[src/rtl/dsp_seq_pkg.sv]
`default_nettype none
// ============================================================================
// Module      : dsp_seq_pkg
// Description : Shared types and constants for the dot-product sequencer.
//               Contains the controller state encoding, the per-slot control
//               tag and the pipeline latency of the downstream DSP slice.
// Revision    : 1.0 - initial release
// ============================================================================
package dsp_seq_pkg;

    // Cycles from operands on the slice ports to the cycle the slice's
    // multiply/accumulate select applies to them.
    localparam int PIPE_LAT = 2;

    typedef enum logic [1:0] {
        IDLE  = 2'd0,
        ISSUE = 2'd1,
        DRAIN = 2'd2,
        DONE0 = 2'd3
    } state_t;

    // Control tag that travels alongside each operand slot.
    typedef struct packed {
        logic mul;
        logic acc;
        logic last;
    } slot_tag_t;

endpackage
`default_nettype wire

[src/rtl/dsp_slot_pipe.sv]
`default_nettype none
// ============================================================================
// Module      : dsp_slot_pipe
// Description : DEPTH-deep shift register carrying slot tags so that the
//               slice's multiply/accumulate selects line up with the operands
//               they refer to inside the slice pipeline.
// Revision    : 1.0 - initial release
// ============================================================================
module dsp_slot_pipe
    import dsp_seq_pkg::*;
#(
    parameter int DEPTH = PIPE_LAT
) (
    input  logic      clk,
    input  logic      reset,
    input  slot_tag_t tag_in,
    output slot_tag_t tag_out
);

    slot_tag_t stages [DEPTH];

    // Shift tags one stage per cycle; reset flushes every stage to idle.
    always_ff @(posedge clk) begin
        if (reset) begin
            for (int i = 0; i < DEPTH; i++) begin
                stages[i] <= '0;
            end
        end else begin
            stages[0] <= tag_in;
            for (int i = 1; i < DEPTH; i++) begin
                stages[i] <= stages[i-1];
            end
        end
    end

    assign tag_out = stages[DEPTH-1];

endmodule
`default_nettype wire

[src/rtl/dsp_dot_sequencer.sv]
`default_nettype none
// ============================================================================
// Module      : dsp_dot_sequencer
// Description : Dot-product controller in front of the int8/16-bit DSP slice.
//               Accepts a length command and a stream of operand pairs, issues
//               one slot per cycle to the slice with multiply/accumulate
//               selects delayed to match the slice pipeline, and returns the
//               wrapped sum through a one-deep valid/ready output register.
//               Optional macro DOT_SEQ_PERF_EN adds the perf_bubbles counter.
// Revision    : 1.0 - initial release
// ============================================================================
module dsp_dot_sequencer #(
    parameter int DWIDTH   = 16,
    parameter int LEN_W    = 8,
    parameter int PIPE_LAT = dsp_seq_pkg::PIPE_LAT
) (
    input  logic              clk,
    input  logic              reset,
    input  logic              cmd_valid,
    output logic              cmd_ready,
    input  logic [LEN_W-1:0]  cmd_len,
    input  logic              op_valid,
    output logic              op_ready,
    input  logic [DWIDTH-1:0] op_a,
    input  logic [DWIDTH-1:0] op_b,
    output logic [DWIDTH-1:0] dsp_ax,
    output logic [DWIDTH-1:0] dsp_ay,
    output logic [DWIDTH-1:0] dsp_az,
    output logic              dsp_multiply,
    output logic              dsp_accumulate,
    input  logic [DWIDTH-1:0] dsp_result,
`ifdef DOT_SEQ_PERF_EN
    output logic [31:0]       perf_bubbles,
`endif
    output logic              out_valid,
    input  logic              out_ready,
    output logic [DWIDTH-1:0] out_data
);

    import dsp_seq_pkg::*;

    state_t            state, state_nxt;
    logic [LEN_W-1:0]  remaining, remaining_nxt;
    logic              first_done, first_done_nxt;
    logic              last_seen, last_seen_nxt;
    slot_tag_t         slot_tag, slot_tag_nxt;
    slot_tag_t         pipe_out;
    logic [DWIDTH-1:0] ay_nxt, az_nxt, out_data_nxt;
    logic              cmd_ready_nxt, op_ready_nxt, out_valid_nxt;
    logic              cmd_fire, op_fire;

    assign cmd_fire = cmd_valid & cmd_ready;
    assign op_fire  = op_valid & op_ready;

    // The addend port is unused: the slice computes ay*az (+ accumulator).
    assign dsp_ax = '0;

    // Tags leave the pipe exactly when the slice applies them to their slot.
    dsp_slot_pipe #(
        .DEPTH (PIPE_LAT)
    ) u_slot_pipe (
        .clk     (clk),
        .reset   (reset),
        .tag_in  (slot_tag),
        .tag_out (pipe_out)
    );

    assign dsp_multiply   = pipe_out.mul;
    assign dsp_accumulate = pipe_out.acc;

    // Next-state, slot generation and output-register decisions.
    always_comb begin
        state_nxt      = state;
        remaining_nxt  = remaining;
        first_done_nxt = first_done;
        last_seen_nxt  = last_seen;
        slot_tag_nxt   = '0;
        ay_nxt         = '0;
        az_nxt         = '0;
        out_valid_nxt  = out_valid & ~out_ready;
        out_data_nxt   = out_data;

        case (state)
            IDLE: begin
                if (cmd_fire) begin
                    remaining_nxt  = cmd_len;
                    first_done_nxt = 1'b0;
                    last_seen_nxt  = 1'b0;
                    if (cmd_len == '0) begin
                        // Empty vector: result is known immediately.
                        state_nxt     = DONE0;
                        out_valid_nxt = 1'b1;
                        out_data_nxt  = '0;
                    end else begin
                        state_nxt = ISSUE;
                    end
                end
            end
            ISSUE: begin
                // Before the first real pair the slice loads; afterwards it adds.
                slot_tag_nxt.mul = ~first_done;
                slot_tag_nxt.acc = first_done;
                if (op_fire) begin
                    ay_nxt         = op_a;
                    az_nxt         = op_b;
                    first_done_nxt = 1'b1;
                    remaining_nxt  = remaining - LEN_W'(1);
                    if (remaining == LEN_W'(1)) begin
                        slot_tag_nxt.last = 1'b1;
                        state_nxt         = DRAIN;
                    end
                end
            end
            DRAIN: begin
                // Last tag applied one cycle ago -> dsp_result now final.
                if (last_seen) begin
                    out_data_nxt  = dsp_result;
                    out_valid_nxt = 1'b1;
                    last_seen_nxt = 1'b0;
                    state_nxt     = IDLE;
                end else if (pipe_out.last) begin
                    last_seen_nxt = 1'b1;
                end
            end
            DONE0: begin
                state_nxt = IDLE;
            end
            default: begin
                state_nxt = IDLE;
            end
        endcase

        cmd_ready_nxt = (state_nxt == IDLE) && !out_valid_nxt;
        op_ready_nxt  = (state_nxt == ISSUE);
    end

    // State and registered outputs.
    always_ff @(posedge clk) begin
        if (reset) begin
            state      <= IDLE;
            remaining  <= '0;
            first_done <= 1'b0;
            last_seen  <= 1'b0;
            slot_tag   <= '0;
            dsp_ay     <= '0;
            dsp_az     <= '0;
            cmd_ready  <= 1'b0;
            op_ready   <= 1'b0;
            out_valid  <= 1'b0;
            out_data   <= '0;
        end else begin
            state      <= state_nxt;
            remaining  <= remaining_nxt;
            first_done <= first_done_nxt;
            last_seen  <= last_seen_nxt;
            slot_tag   <= slot_tag_nxt;
            dsp_ay     <= ay_nxt;
            dsp_az     <= az_nxt;
            cmd_ready  <= cmd_ready_nxt;
            op_ready   <= op_ready_nxt;
            out_valid  <= out_valid_nxt;
            out_data   <= out_data_nxt;
        end
    end

`ifdef DOT_SEQ_PERF_EN
    // Count ISSUE slots that carried no operand pair; sticks at all-ones.
    always_ff @(posedge clk) begin
        if (reset) begin
            perf_bubbles <= '0;
        end else if (state == ISSUE && !op_valid && perf_bubbles != '1) begin
            perf_bubbles <= perf_bubbles + 32'd1;
        end
    end
`endif

endmodule
`default_nettype wire
[config.mk]
export PLATFORM = sky130hd
export DESIGN_NAME = dsp_dot_sequencer
export DESIGN_NICKNAME = d
export VERILOG_FILES = /design/src/rtl/dsp_seq_pkg.sv /design/src/rtl/dsp_slot_pipe.sv /design/src/rtl/dsp_dot_sequencer.sv
export SDC_FILE = /design/constraint.sdc
export NUM_CORES = 1
export LEC_CHECK = 0
export ABC_AREA = 1
export BUFFER_PORTS_ARGS = -buffer_cell sky130_fd_sc_hd__buf_2
export CORE_MARGIN = 2
export CORE_UTILIZATION = 45
export CTS_CLUSTER_DIAMETER = 50
export DETAILED_ROUTE_END_ITERATION = 6
export PLACE_DENSITY = 0.74
export SETUP_SLACK_MARGIN = 0.02
export SLEW_MARGIN = 20
export SYNTH_ARGS = -nofsm -noshare
export SYNTH_HDL_FRONTEND = slang
export SYNTH_SLANG_ARGS = --single-unit
[constraint.sdc]
create_clock -name clk -period 3.05 [get_ports clk]
set_clock_uncertainty 0.1 [all_clocks]
set_input_delay 0.915 -clock clk [delete_from_list [all_inputs] [get_ports clk]]
set_output_delay 0.915 -clock clk [all_outputs]
set_load 0.03 [all_outputs]
==> impl_results.md <==
* Final Instance Count excl. Fillers at 579
* Cts repair resizes at 0
* Outcome: completed
* Synthesized area at 2960 um^2
* Total chip power at 1.96 mW
* Setup violators final at 0
* Row Count at 29
* Dominant cell type by area after synthesis: dfxtp_1
* Place WS at 0.629 ns
* R2R Path Start: state[0]
* Die Y at 85.0 um
* Total I/O pin count at 130
* Arrival time worst endpoint at 2.18 ns
* Post-layout min period at 2.06 ns
* Top cells by area, synth: dfxtp_1, nor2_1, inv_1
* WS Path Type: input port to flip-flop
* WP data required at 3.17 ns
* CP Max Fanout at 23
* Overflow after GRT at 0
* Initial antenna violation count at 0
* Setup WS post-layout at 0.988 ns
* Worst-Margin Slew at 0.562 ns
* Post-layout nets at 560
* Placed wire-length estimate at 4580 um
* Vias in the first global route at 2302
* Antenna viol nets, final at 0
* #FFs+latches synth at 72
* Placed Area at 3470 um^2
* Tot GR Track Use at 17.4%
* Cells after Synth at 386
* Pwr/cell area at 533 nW/um^2
* Syn. warnings at 0
* Post-DR vias/cell at 4.51
* Setup Fix Bufs, Post-CTS at 0
* Die ar. at 7230 um^2
* Drt pass-1 iters at 4
* CTS tree: yes
* H-tree level count at 3
* Hold endpoint: u_slot_pipe.stages[0][1]
* Num CTS Buffers at 9
* Dpl cells at 563
* Fmax at 485 MHz
* Post-Route WL at 6260 um
* First-pass GRT wire length at 10100 um
* Worst skew pair latency at 0.34 ns
* DR WL/cell at 10.8 um
* Yosys cell types at 32
* Relative slew slack at 62.4%
* Largest net degree at the start of global routing at 33
* Core ar. at 6350 um^2
* Commonest non-fill, non-tap cell in the layout: buf_2
* Max-Cap Viols at 0
* Final slew viol count at 0
* # clock sinks at 72
* Hold Fails Final Rpt at 0
* Die Span X at 85.0 um
* Startpoint Class: input port
* VDD IR-drop max at 0.316 mV
* Design area at 3670 um^2
* Final period utilization at 67.6%
* Setup TNS at 0 ns
* Yosys top cell area share at 48.8%
* Most frequent cells in the layout: buf_2, nor2_1, dfxtp_1
* Via count at 2612
* CTS root buf: clkbuf_8
* Clock transition at the registers of the reported paths at 0.09 ns
* Cells on worst reg2reg path at 6
* Post-synthesis average cell area at 7.66 um^2
* Static leakage at 1.98 nW
* Hold path start: slot_tag[1]
* Initial Utilization at 46.5%
* RSZ-0062 raised after global routing: false
* # DRC at 0
* DR iter-0 viols at 69
* Ant diodes at 0
* RR Endpoint: out_data[12]
* Clock buffer depth at 2
* Fraction of layout cells with a size suffix above 1 at 29.5%
* Synthesis-to-finish area growth at 24.3%
* Hold Crit Class: flip-flop to flip-flop
* Port bufs at 113
* Post-synthesis sequential area ratio at 48.8%
* Crit end category: flip-flop
* Hold Buf Count CTS at 0
* RePlAce Congestion at 0.860
* Reg-to-reg slack, setup at 1.22 ns
* Worst Hold Depth at 2
-- where the power goes --
| part | internal (mW) | switching, mW | total, mW | leakage (nW) |
|---|---|---|---|---|
| Clock | 0.395 | 0.391 | 0.785 | 0.100 |
| Sequential | 0.954 | 0.0129 | 0.967 | 0.582 |
| Combinational | 0.0706 | 0.137 | 0.208 | 1.30 |
| Total | 1.42 | 0.540 | 1.96 | 1.98 |
-- synth_stat cells --
| library cell | n |
|---|---|
| dfxtp_1 | 72 |
| nand4_1 | 2 |
| inv_2 | 2 |
| nor3_1 | 1 |
| conb_1 | 1 |
| o21ai_4 | 2 |
| nand2_1 | 47 |
| a21oi_1 | 25 |
| o21a_1 | 1 |
| o22ai_1 | 1 |
| nand3_2 | 1 |
| nand2_2 | 2 |
| nor2_8 | 1 |
| buf_4 | 16 |
| nor2_4 | 1 |
| inv_1 | 70 |
| nor2_2 | 1 |
| nand3_1 | 25 |
| ha_1 | 2 |
| clkbuf_1 | 4 |
| o21ai_0 | 11 |
| a31oi_1 | 1 |
| nor3b_1 | 1 |
| nor2_1 | 73 |
| inv_4 | 1 |
| nand2_4 | 2 |
| a22oi_1 | 1 |
| buf_2 | 4 |
| a21oi_2 | 4 |
| o21ai_1 | 4 |
| o211ai_1 | 1 |
| buf_6 | 6 |
-- routing by layer --
layer  track usage (%)  vias to the layer above  part of all wire (%)
met5                 0                        -                     0
met4              7.65                        0                   1.9
met3              4.47                       12                   6.6
met2              28.8                       92                    48
met1              21.4                     1145                    43
li1                  -                     1363                     -
-- sequential cells by signal, summed over array words and instances, names as in the netlist, 2 cells and up --
| name | cells |
|---|---|
| slot_tag | 3 |
| out_data | 16 |
| remaining | 8 |
| dsp_az | 16 |
| u_slot_pipe.stages | 6 |
| state | 2 |
| dsp_ay | 16 |
-- logic make-up after synthesis --
kind of cell               after synthesis  synth area share (%)
and+or+nand+nor                        157                  23.1
AOI/OAI and AO/OA                       51                  10.2
DFF                                     72                  48.8
buffers and inverters                  103                  16.9
adders and majority gates                2                 0.847
other                                    1                 0.127
-- through the flow --
stage / hold WS, ns / utilization, %
final: 0.303 / 57.9
after global placement: 0.290 / 54.6
after detailed placement: 0.296 / 54.6
after global routing: 0.321 / 57.9
after floorplan: 0.288 / -
after CTS: 0.300 / 57.9
-- worst max-delay path: stages --
cell	delay [ns]
buf_2	0.11
nor2_1	0.12
nand3_2	0.12
o21ai_4	0.48
nand2_2	0.25
nand2_1	0.13
a21oi_1	0.06
-- area by class of cell --
class                   instances  area, um^2
clock buffers                   9         124
clock inverters                 7        85.1
fillers                       613        2680
inverters                      73         277
multi-input cells             226        1070
flip-flops and latches         72        1440
well taps                      77        96.3
repair buffers                115         581
-- worst max path at each step --
stage	startpoint	endpoint	slack, ns	cells after the start
final	cmd_len[1]	out_data[12]	0.99	7
after global routing	cmd_len[1]	out_data[7]	0.85	7
after CTS	cmd_len[1]	out_data[12]	1.01	7
after detailed placement	cmd_len[1]	out_data[6]	0.63	7
after global placement	cmd_len[0]	out_data[10]	0.66	7
after floorplan	cmd_len[1]	out_data[15]	1.21	7
(Power assumes the default switching activity.)
